`config.mk`:
```
export PLATFORM = sky130hd
export DESIGN_NAME = keypad_scan_ctrl
export DESIGN_NICKNAME = d
export VERILOG_FILES = /design/src/rtl/keypad_pkg.sv /design/src/rtl/scan_tick_gen.sv /design/src/rtl/keypad_scan_ctrl.sv
export SDC_FILE = /design/constraint.sdc
export NUM_CORES = 1
export LEC_CHECK = 0
export CORE_MARGIN = 3
export CORE_UTILIZATION = 50
export DETAILED_ROUTE_END_ITERATION = 12
export GPL_TIMING_DRIVEN = 0
export PLACE_DENSITY = 0.71
export SLEW_MARGIN = 20
export SYNTH_ARGS = -nofsm -noshare
export SYNTH_HDL_FRONTEND = slang
export SYNTH_SLANG_ARGS = --single-unit
```
`constraint.sdc`:
```
create_clock -name CLK -period 2.25 [get_ports CLK]
set_clock_uncertainty 0.1 [all_clocks]
set_input_delay 0.45 -clock CLK [delete_from_list [all_inputs] [get_ports CLK]]
set_output_delay 0.45 -clock CLK [all_outputs]
set_load 0.01 [all_outputs]
```
`src/rtl/keypad_pkg.sv`:
```
// keypad_pkg: shared definitions for the keypad matrix scanner.
// Holds the matrix geometry, derived widths, the "no row pressed" encoding,
// the controller state type and the row priority encoder.
package keypad_pkg;

  localparam int N_COLS = 6;
  localparam int N_ROWS = 4;

  localparam int COL_W  = $clog2(N_COLS);
  localparam int CODE_W = $clog2(N_COLS * N_ROWS);

  // One extra bit beyond the row index so "none" can never alias a real row.
  localparam int ROW_W = $clog2(N_ROWS) + 1;
  localparam logic [ROW_W-1:0] ROW_NONE = '1;

  typedef enum logic [1:0] {
    IDLE    = 2'd0,
    SCAN    = 2'd1,
    CONFIRM = 2'd2,
    HOLD    = 2'd3
  } kp_state_e;

  // Lowest-index active row wins; ROW_NONE when all rows are low.
  function automatic logic [ROW_W-1:0] row_encode(input logic [N_ROWS-1:0] rows);
    logic [ROW_W-1:0] enc;
    enc = ROW_NONE;
    for (int i = N_ROWS - 1; i >= 0; i--) begin
      if (rows[i]) enc = ROW_W'(i);
    end
    return enc;
  endfunction

endpackage

```
`src/rtl/scan_tick_gen.sv`:
```
// scan_tick_gen: column dwell divider.
// Counts 0..SCAN_DIV-1 while run is high and flags the last cycle of each
// dwell as a one-cycle tick. The synchronous clear restarts the dwell so a
// freshly selected column always gets a full SCAN_DIV cycles.
module scan_tick_gen #(
  parameter int SCAN_DIV = 1000
) (
  input  logic CLK,
  input  logic CLR,
  input  logic clear,
  input  logic run,
  output logic tick
);

  localparam int DW = (SCAN_DIV > 2) ? $clog2(SCAN_DIV) : 1;
  localparam logic [DW-1:0] LAST = DW'(SCAN_DIV - 1);

  logic [DW-1:0] cnt;

  // Dwell counter: cleared on request, otherwise wraps at the end of a dwell.
  always_ff @(posedge CLK or posedge CLR) begin
    if (CLR)
      cnt <= '0;
    else if (clear)
      cnt <= '0;
    else if (run)
      cnt <= (cnt == LAST) ? '0 : cnt + 1'b1;
  end

  assign tick = run && (cnt == LAST);

endmodule

```
`src/rtl/keypad_scan_ctrl.sv`:
```
// keypad_scan_ctrl: 6-column key matrix scanner with debounce and a
// valid/ack handoff of one key code at a time.
// Optional feature macro: KEYPAD_REPEAT_EN (auto-repeat while a key is held
// after acknowledgement). Without it, each press yields exactly one key_valid.
module keypad_scan_ctrl
  import keypad_pkg::*;
#(
  parameter int SCAN_DIV = 1000,
  parameter int DEBOUNCE = 3,
  parameter int RPT_DLY  = 50
) (
  input  logic              CLK,
  input  logic              CLR,
  input  logic              en,
  input  logic [N_ROWS-1:0] row_in,
  output logic [COL_W-1:0]  col_sel,
  output logic [N_COLS-1:0] col_oh,
  output logic [CODE_W-1:0] key_code,
  output logic              key_valid,
  input  logic              key_ack
);

  localparam int CNT_W = $clog2(DEBOUNCE + 1);
  localparam logic [CNT_W-1:0] DEB_MAX  = CNT_W'(DEBOUNCE);
  localparam logic [COL_W-1:0] COL_LAST = COL_W'(N_COLS - 1);

  // Reject parameter values the timing scheme cannot honour.
  if (SCAN_DIV < 2 || DEBOUNCE < 1 || RPT_DLY < 1) begin : g_bad_param
    $error("keypad_scan_ctrl: SCAN_DIV>=2, DEBOUNCE>=1, RPT_DLY>=1 required");
  end

  kp_state_e         state;
  logic [N_ROWS-1:0] row_s1, row_s2;
  logic [ROW_W-1:0]  row_enc, cand_row;
  logic [CNT_W-1:0]  deb_cnt, rel_cnt;
  logic              ack_seen;
  logic              tick, col_adv, div_clear, div_run;
  logic              handshake, ack_done, rel_done, leave_hold, row_none;

`ifdef KEYPAD_REPEAT_EN
  localparam int RPT_W = $clog2(RPT_DLY + 1);
  localparam logic [RPT_W-1:0] RPT_LAST = RPT_W'(RPT_DLY - 1);
  logic [RPT_W-1:0] rpt_cnt;
`endif

  // Two-flop synchronizer for the asynchronous row lines.
  always_ff @(posedge CLK or posedge CLR) begin
    if (CLR) begin
      row_s1 <= '0;
      row_s2 <= '0;
    end else begin
      row_s1 <= row_in;
      row_s2 <= row_s1;
    end
  end

  assign row_enc   = row_encode(row_s2);
  assign row_none  = (row_enc == ROW_NONE);
  assign handshake = key_valid && key_ack;
  assign ack_done  = ack_seen || handshake;

  // Release is complete either already, or on this tick if it is the last idle one needed.
  assign rel_done   = (rel_cnt == DEB_MAX) ||
                      (tick && row_none && (rel_cnt == DEB_MAX - CNT_W'(1)));
  assign leave_hold = (state == HOLD) && ack_done && rel_done;

  assign col_adv = en && ((state == SCAN    && tick && row_none) ||
                          (state == CONFIRM && tick && (row_enc != cand_row)) ||
                          leave_hold);

  assign div_run   = en && (state != IDLE);
  assign div_clear = !en || (state == IDLE) || col_adv;

  scan_tick_gen #(
    .SCAN_DIV(SCAN_DIV)
  ) u_tick (
    .CLK  (CLK),
    .CLR  (CLR),
    .clear(div_clear),
    .run  (div_run),
    .tick (tick)
  );

  // Column counter: parked at 0 when idle, advances with wrap on request.
  always_ff @(posedge CLK or posedge CLR) begin
    if (CLR)
      col_sel <= '0;
    else if (!en || state == IDLE)
      col_sel <= '0;
    else if (col_adv)
      col_sel <= (col_sel == COL_LAST) ? '0 : col_sel + 1'b1;
  end

  assign col_oh = N_COLS'(1) << col_sel;

  // Scan/debounce FSM and key handoff; the handshake clears key_valid unless
  // the state logic below reasserts it in the same cycle.
  always_ff @(posedge CLK or posedge CLR) begin
    if (CLR) begin
      state     <= IDLE;
      cand_row  <= ROW_NONE;
      deb_cnt   <= '0;
      rel_cnt   <= '0;
      key_code  <= '0;
      key_valid <= 1'b0;
      ack_seen  <= 1'b0;
`ifdef KEYPAD_REPEAT_EN
      rpt_cnt   <= '0;
`endif
    end else if (!en) begin
      state     <= IDLE;
      cand_row  <= ROW_NONE;
      deb_cnt   <= '0;
      rel_cnt   <= '0;
      key_valid <= 1'b0;
      ack_seen  <= 1'b0;
`ifdef KEYPAD_REPEAT_EN
      rpt_cnt   <= '0;
`endif
    end else begin
      if (handshake) begin
        key_valid <= 1'b0;
        ack_seen  <= 1'b1;
      end
      case (state)
        IDLE: begin
          state <= SCAN;
        end
        SCAN: begin
          if (tick && !row_none) begin
            cand_row <= row_enc;
            deb_cnt  <= CNT_W'(1);
            if (DEBOUNCE == 1) begin
              key_code  <= CODE_W'(col_sel) * CODE_W'(N_ROWS) + CODE_W'(row_enc);
              key_valid <= 1'b1;
              ack_seen  <= 1'b0;
              rel_cnt   <= '0;
`ifdef KEYPAD_REPEAT_EN
              rpt_cnt   <= '0;
`endif
              state     <= HOLD;
            end else begin
              state <= CONFIRM;
            end
          end
        end
        CONFIRM: begin
          if (tick) begin
            if (row_enc == cand_row) begin
              if (deb_cnt == DEB_MAX - CNT_W'(1)) begin
                key_code  <= CODE_W'(col_sel) * CODE_W'(N_ROWS) + CODE_W'(row_enc);
                key_valid <= 1'b1;
                ack_seen  <= 1'b0;
                rel_cnt   <= '0;
`ifdef KEYPAD_REPEAT_EN
                rpt_cnt   <= '0;
`endif
                state     <= HOLD;
              end else begin
                deb_cnt <= deb_cnt + CNT_W'(1);
              end
            end else begin
              deb_cnt <= '0;
              state   <= SCAN;
            end
          end
        end
        HOLD: begin
          if (leave_hold) begin
            ack_seen <= 1'b0;
            rel_cnt  <= '0;
            deb_cnt  <= '0;
            state    <= SCAN;
          end else begin
            if (tick) begin
              if (row_none) begin
                if (rel_cnt != DEB_MAX) rel_cnt <= rel_cnt + CNT_W'(1);
              end else begin
                rel_cnt <= '0;
              end
            end
`ifdef KEYPAD_REPEAT_EN
            if (handshake) begin
              rpt_cnt <= '0;
            end else if (tick) begin
              if (row_none) begin
                rpt_cnt <= '0;
              end else if (ack_seen) begin
                if (rpt_cnt == RPT_LAST) begin
                  rpt_cnt   <= '0;
                  key_valid <= 1'b1;
                  ack_seen  <= 1'b0;
                end else begin
                  rpt_cnt <= rpt_cnt + RPT_W'(1);
                end
              end
            end
`endif
          end
        end
        default: state <= IDLE;
      endcase
    end
  end

endmodule
```
==> flow_summary.yaml, run 1 <==
outcome:
  status: "finished with violations"
  violations: "setup timing"
clock_tree:
  clock_latency_ps: 290
  clkSinkCount: 37
  clk_pin_slew_ps: 70
  clock_path_buffers: 2
  cts_htree_levels: 2
  root_buffer: "clkbuf_8"
  cts_tree: "done"
  cts_buffers: 5
  ctsHoldBuffers: 0
final_layout:
  layout-area-overhead-vs-synth_pct: 37.0
  diodes: 0
  fillers: 277
  multiInputGateArea_um2: 1130
  seqCellArea_um2: 933
  fin_nets: 267
  drive_gt1_share_pct: 28.1
place:
  place.gp.congestion: 0.890
  dpl.hpwl_um: 3030
  portBuffers: 22
timing:
  rsz0062_at_grt: "yes"
  relSlewSlack_pct: 49.0
  setup_slack_ps: -160
  drv_slew: 0
  fin_crit_sh_pct: 107
  whs_ps: 251
  tightestPinTransition_ps: 764
  setup_tns_ps: -413
  period_needed_ps: 2410
  fmax_mhz: 415
  finalHoldViolCount: 0
  setup_violations: 5
power_and_ir_drop:
  power_frac_seq_pct: 37.2
  ir_worst_vdd_v: 0.000479
  p_int_mw: 1.49
  clkPwrFrac_pct: 32.2
  p_leak_nw: 1.25
  switching_share_pct: 29.8
  p_sw_uw: 632
  power_density_nw_per_um2: 781
  pwr-share-comb_pct: 30.6
die:
  num_rows: 22
  io_pins: 23
  die-height_um: 68.9
  start_util_pct: 52.9
  die-width_um: 68.9
  core_area_um2: 3740
  die_area_um2: 4750
drt:
  viasPerCell: 5.65
  ant_nets: 0
  via_count: 1678
  drtPass1Iterations: 4
  drt-total-wl_um: 4870
  drcViolationCount: 0
  drt_iter0_drc: 99
  wl_per_cell_um: 16.4
critical_path:
  startpoint: "en"
  cp_max_fo: 5
  critPathKind: "primary input to flip-flop"
  startpoint_type: "primary input"
  endpoint_kind: "flip-flop"
  rr_startpoint: "state[1]"
  cp.required_ps: 2360
  cp.arrival_ps: 2520
  ff2ff_path_depth: 8
synthesis:
  synth.distinct_cells: 45
  synth_seq_cells: 37
  synth_nets: 218
  yosysWarnings: 0
  async_flop_share_pct: 100
  synthesis.area_um2: 1980
  synth_area_leaders: "dfrtp_1 43%, ha_1 7.0%, nor2_1 5.7%"
  avgSynthCellArea_um2: 9.95
  yosysSeqAreaShare_pct: 47.0
  yosys.area.top_type: "dfrtp_1"
  synth_top_area_share_pct: 43.0
  synth-main-ff-cell: "dfrtp_1"
  synth_edf_count: 0
  netlist_instances: 199
worst_hold_path:
  hp-start: "row_s1[2]"
  hold_class: "flip-flop to flip-flop"
  hold_depth: 0
run:
  maxCapViolCount: 0
global_routing:
  grt_use_total_pct: 21.9
  grt_pass1_vias: 1638
  grt_pass1_wl_um: 7540
  antenna_found_initial: 0
  grt_max_degree: 38
  overflow: 0
-- state kept, by name, summed over array words and instances, names as in the netlist --
register	flops
u_tick.cnt	10
row_s1	4
cand_row	3
col_sel	3
rel_cnt	2
ack_seen	1
row_s2	4
key_valid	1
state	2
deb_cnt	2
key_code	5
-- timing repair --
action                     in CTS  in global routing
setup buffers                  17                  4
pin swaps                      11                 13
resized for setup              18                 19
setup endpoints to repair      17                 20
cloned                          0                  0
-- cells by family (layout without fill, tap and decap cells) --
group           Yosys count  in the layout  synth area share (%)
xor+xnor                  9              9                  3.98
simple gates             79             79                  21.0
flops                    37             37                  47.0
mux                      10             10                  5.63
buf+inv                  17             67                  3.29
compound gates           36             36                  12.2
fa+ha+maj                11             11                  6.95
-- metal layers --
metal	part of all wire (%)	track usage, %
met4	3.1	9.25
met2	52	38.6
met5	0	0
met3	3.7	6.00
met1	41	24.9
-- layout by cell type, fill, tap and decap left out, drive strengths merged, types with 8 or more instances in the layout --
cell,count
a21oi,9
nand2,12
o21ai,8
nand3,10
ha,11
inv,14
dfrtp,34
mux2,9
nor2,30
clkdlybuf4s50,20
buf,22
-- power by group through the flow --
stage	Combinational (mW)	Sequential, mW	Clock (mW)
finish	0.648	0.789	0.681
global route	0.704	0.795	0.721
CTS	0.565	0.782	0.693
detailed placement	0.478	0.802	0
global placement	0.458	0.794	0
floorplan	0.321	0.789	0
-- layout make-up --
| type | count | share of cell area [%] |
|---|---|---|
| Clock inverter | 3 | 2.40 |
| Tap cell | 48 | 2.22 |
| Multi-Input combinational cell | 145 | 41.5 |
| Sequential cell | 37 | 34.4 |
| Buffer | 2 | 0.415 |
| Clock buffer | 5 | 2.54 |
| Timing Repair Buffer | 43 | 14.5 |
| Inverter | 14 | 1.94 |
-- critical path, stage by stage --
cell and delay (ps):
clkdlybuf4s50_1 550, nand2b_4 100, nor4_4 340, nand4_1 190
a221o_1 410, or2_4 270, a211oi_2 210
-- cells in the mapped netlist, types with 2 or more instances --
master and number:
a21oi_1 9, nand2_1 12, nand2b_1 6, nand3_1 10, o31a_1 2, ha_1 11
o211ai_1 3, inv_1 14, nor4_2 2, nor2_1 30, o22ai_1 2, and3_1 2
dfrtp_1 34, o21ai_0 8, xor2_1 5, and2_1 2, xnor2_1 4, nor3_1 3
nand4_1 3, clkbuf_1 2, dfstp_2 3, mux2_2 9
-- worst paths after layout --
path	to	slack [ps]
min	row_s2[2]	250
min reg2reg	row_s2[2]	250
max	state[0]	-160
max in group asynchronous	col_sel[0]	1010
min in group asynchronous	row_s1[0]	510
max reg2reg	state[0]	-140
-- stage by stage --
stage	power (mW)	cells	worst slack, ps	utilization (%)	instance area (um^2)
final	2.12	297	-160	72.4	2710
after global routing	2.22	297	-174	72.4	2710
after CTS	2.04	294	-50.2	70.0	2620
after detailed placement	1.28	269	-460	60.7	2270
after global placement	1.25	269	-471	60.7	2270
after floorplan	1.11	199	0.129	-	1990
No activity file was read; power rests on OpenSTA's default activity.
==> run 2: changes to the inputs <==
--- a/config.mk
+++ b/config.mk
@@ -5,11 +5,12 @@
 export SDC_FILE = /design/constraint.sdc
 export NUM_CORES = 1
 export LEC_CHECK = 0
-export CORE_MARGIN = 3
 export CORE_UTILIZATION = 50
 export DETAILED_ROUTE_END_ITERATION = 12
+export GPL_ROUTABILITY_DRIVEN = 0
 export GPL_TIMING_DRIVEN = 0
 export PLACE_DENSITY = 0.71
+export RECOVER_POWER = 100
 export SLEW_MARGIN = 20
 export SYNTH_ARGS = -nofsm -noshare
 export SYNTH_HDL_FRONTEND = slang
==> run 2 against run 1 <==
Routed wire length shrank 7.3%. Via count shrank 0.24%. Power grew 1.6%. The flow still finishes with violations (setup timing). Core utilization shrank 0.070 points. Non-clock buffer count is the same. Highest routed layer unchanged. Largest cell class unchanged. Count of clock-buffer cells in the layout is the same. Hold slack gained 8.1 ps.
==> flow_summary.yaml, run 2 (synthesized netlist as in run 1, its figures left out) <==
critical_path:
  endpoint_kind: "flip-flop"
  cp.required_ps: 2350
  critPathKind: "flip-flop to flip-flop"
  cp.arrival_ps: 2450
  startpoint: "u_tick.cnt[1]"
  startpoint_type: "flip-flop"
  cp_max_fo: 5
  rr_startpoint: "u_tick.cnt[1]"
timing:
  tightestPinTransition_ps: 1380
  rsz0062_at_grt: "yes"
  period_needed_ps: 2350
  relSlewSlack_pct: 8.08
  finalHoldViolCount: 0
  fmax_mhz: 425
  fin_crit_sh_pct: 105
  setup_violations: 4
  setup_slack_ps: -104
  drv_slew: 0
final_layout:
  fillers: 258
  layout-area-overhead-vs-synth_pct: 35.8
  design_area_um2: 2690
  largest_register: "u_tick.cnt"
  largest_reg_flops: 10
  final_util_pct: 72.4
  diodes: 0
  drive_gt1_share_pct: 26.5
  layout_common_cells: "32 x dfrtp_1, 29 x nor2_1, 17 x buf_4"
  fin_nets: 267
  reg_top3: "u_tick.cnt: 10 flops, key_code: 5 flops"
  final_common_cell: "dfrtp_1"
clock_tree:
  cts_htree_levels: 2
  clock_latency_ps: 290
  cts_tree: "done"
  clkSinkCount: 37
  clock_path_buffers: 2
  cts_buffers: 5
  clk_pin_slew_ps: 70
  root_buffer: "clkbuf_8"
  ctsHoldBuffers: 0
worst_hold_path:
  hold_class: "flip-flop to flip-flop"
  hp-start: "row_s1[1]"
global_routing:
  grt_use_total_pct: 23.2
  overflow: 0
  antenna_found_initial: 0
  grt_pass1_vias: 1579
  grt_max_degree: 38
  grt_pass1_wl_um: 7280
outcome:
  status: "finished with violations"
  violations: "setup timing"
power_and_ir_drop:
  ir_worst_vdd_v: 0.000482
  p_leak_nw: 1.24
  power_density_nw_per_um2: 801
die:
  die-width_um: 64.9
  core_area_um2: 3720
  io_pins: 23
  num_rows: 22
  die_area_um2: 4210
  die-height_um: 64.9
  start_util_pct: 53.3
drt:
  drt-total-wl_um: 4510
  drtPass1Iterations: 4
  ant_nets: 0
  wl_per_cell_um: 15.2
  via_count: 1674
  drcViolationCount: 0
  viasPerCell: 5.64
  drt_iter0_drc: 161
place:
  dpl.hpwl_um: 2940
  placed_area_um2: 2270
  portBuffers: 22
run:
  maxCapViolCount: 0
## run 2: changes by cell type in the layout (fill, tap and decap cells not counted), sizes merged
cell / delta
buf: -1
dlygate4sd3: +13
dlymetal6s2s: -2
clkbuf: +1
clkdlybuf4s50: -11
## run 2: final cells by class
type	instances	area, um^2	area share (%)
clock buffer	5	68.8	2.56
inverter	14	52.6	1.95
sequential	37	932	34.7
timing repair buffer	43	385	14.3
tap	48	60.1	2.23
clock inverter	3	65.1	2.42
multi-input combinational	145	1110	41.3
buffer	2	15.0	0.558
## run 2: through the flow
step                std cells  setup TNS, ps  total power [mW]  hold WS [ps]  setup WS [ps]
finish                    297           -204              2.15           259           -104
global route              297          -1350              2.26           266           -141
CTS                       290           -205              2.04           261          -81.0
detailed placement        269          -5380              1.28           243           -488
global placement          269          -5500              1.25           235           -510
floorplan                 199              0              1.11           231          0.129
## run 2: report_power, final
group	switching (mW)	internal, mW	leakage (nW)
Sequential	0.0635	0.722	0.483
Combinational	0.342	0.350	0.692
Clock	0.235	0.440	0.0681
Total	0.640	1.51	1.24
## run 2: repair_timing
| item | CTS | global route |
|---|---|---|
| pin swaps | 10 | 11 |
| setup endpoints to repair | 15 | 20 |
| gates resized for setup | 10 | 24 |
| hold endpoints to repair | 0 | 0 |
| buffers inserted | 13 | 8 |
## run 2: routing by layer
metal	track usage [%]	routed length, um
met1	28.6	1930
met2	38.2	2340
met3	5.63	154
met4	10.3	86
met5	0	0
## run 2: path summary, 6_finish.rpt
kind                                 end  slack (ps)  depth (start not counted)
max                             state[1]        -100                          7
min                            row_s2[1]         260                          0
max reg2reg                     state[1]        -100                          7
min reg2reg                    row_s2[1]         260                          0
max in group asynchronous      row_s2[1]         250                          2
min in group asynchronous  u_tick.cnt[6]         890                          2
## run 2: worst max-delay path, stage by stage (launching register included)
cell and delay (ps):
dfrtp_1 390, ha_4 170, nand4b_4 140, or3_4 360
o31a_1 260, a221o_1 340, or2_4 280, mux2i_2 210
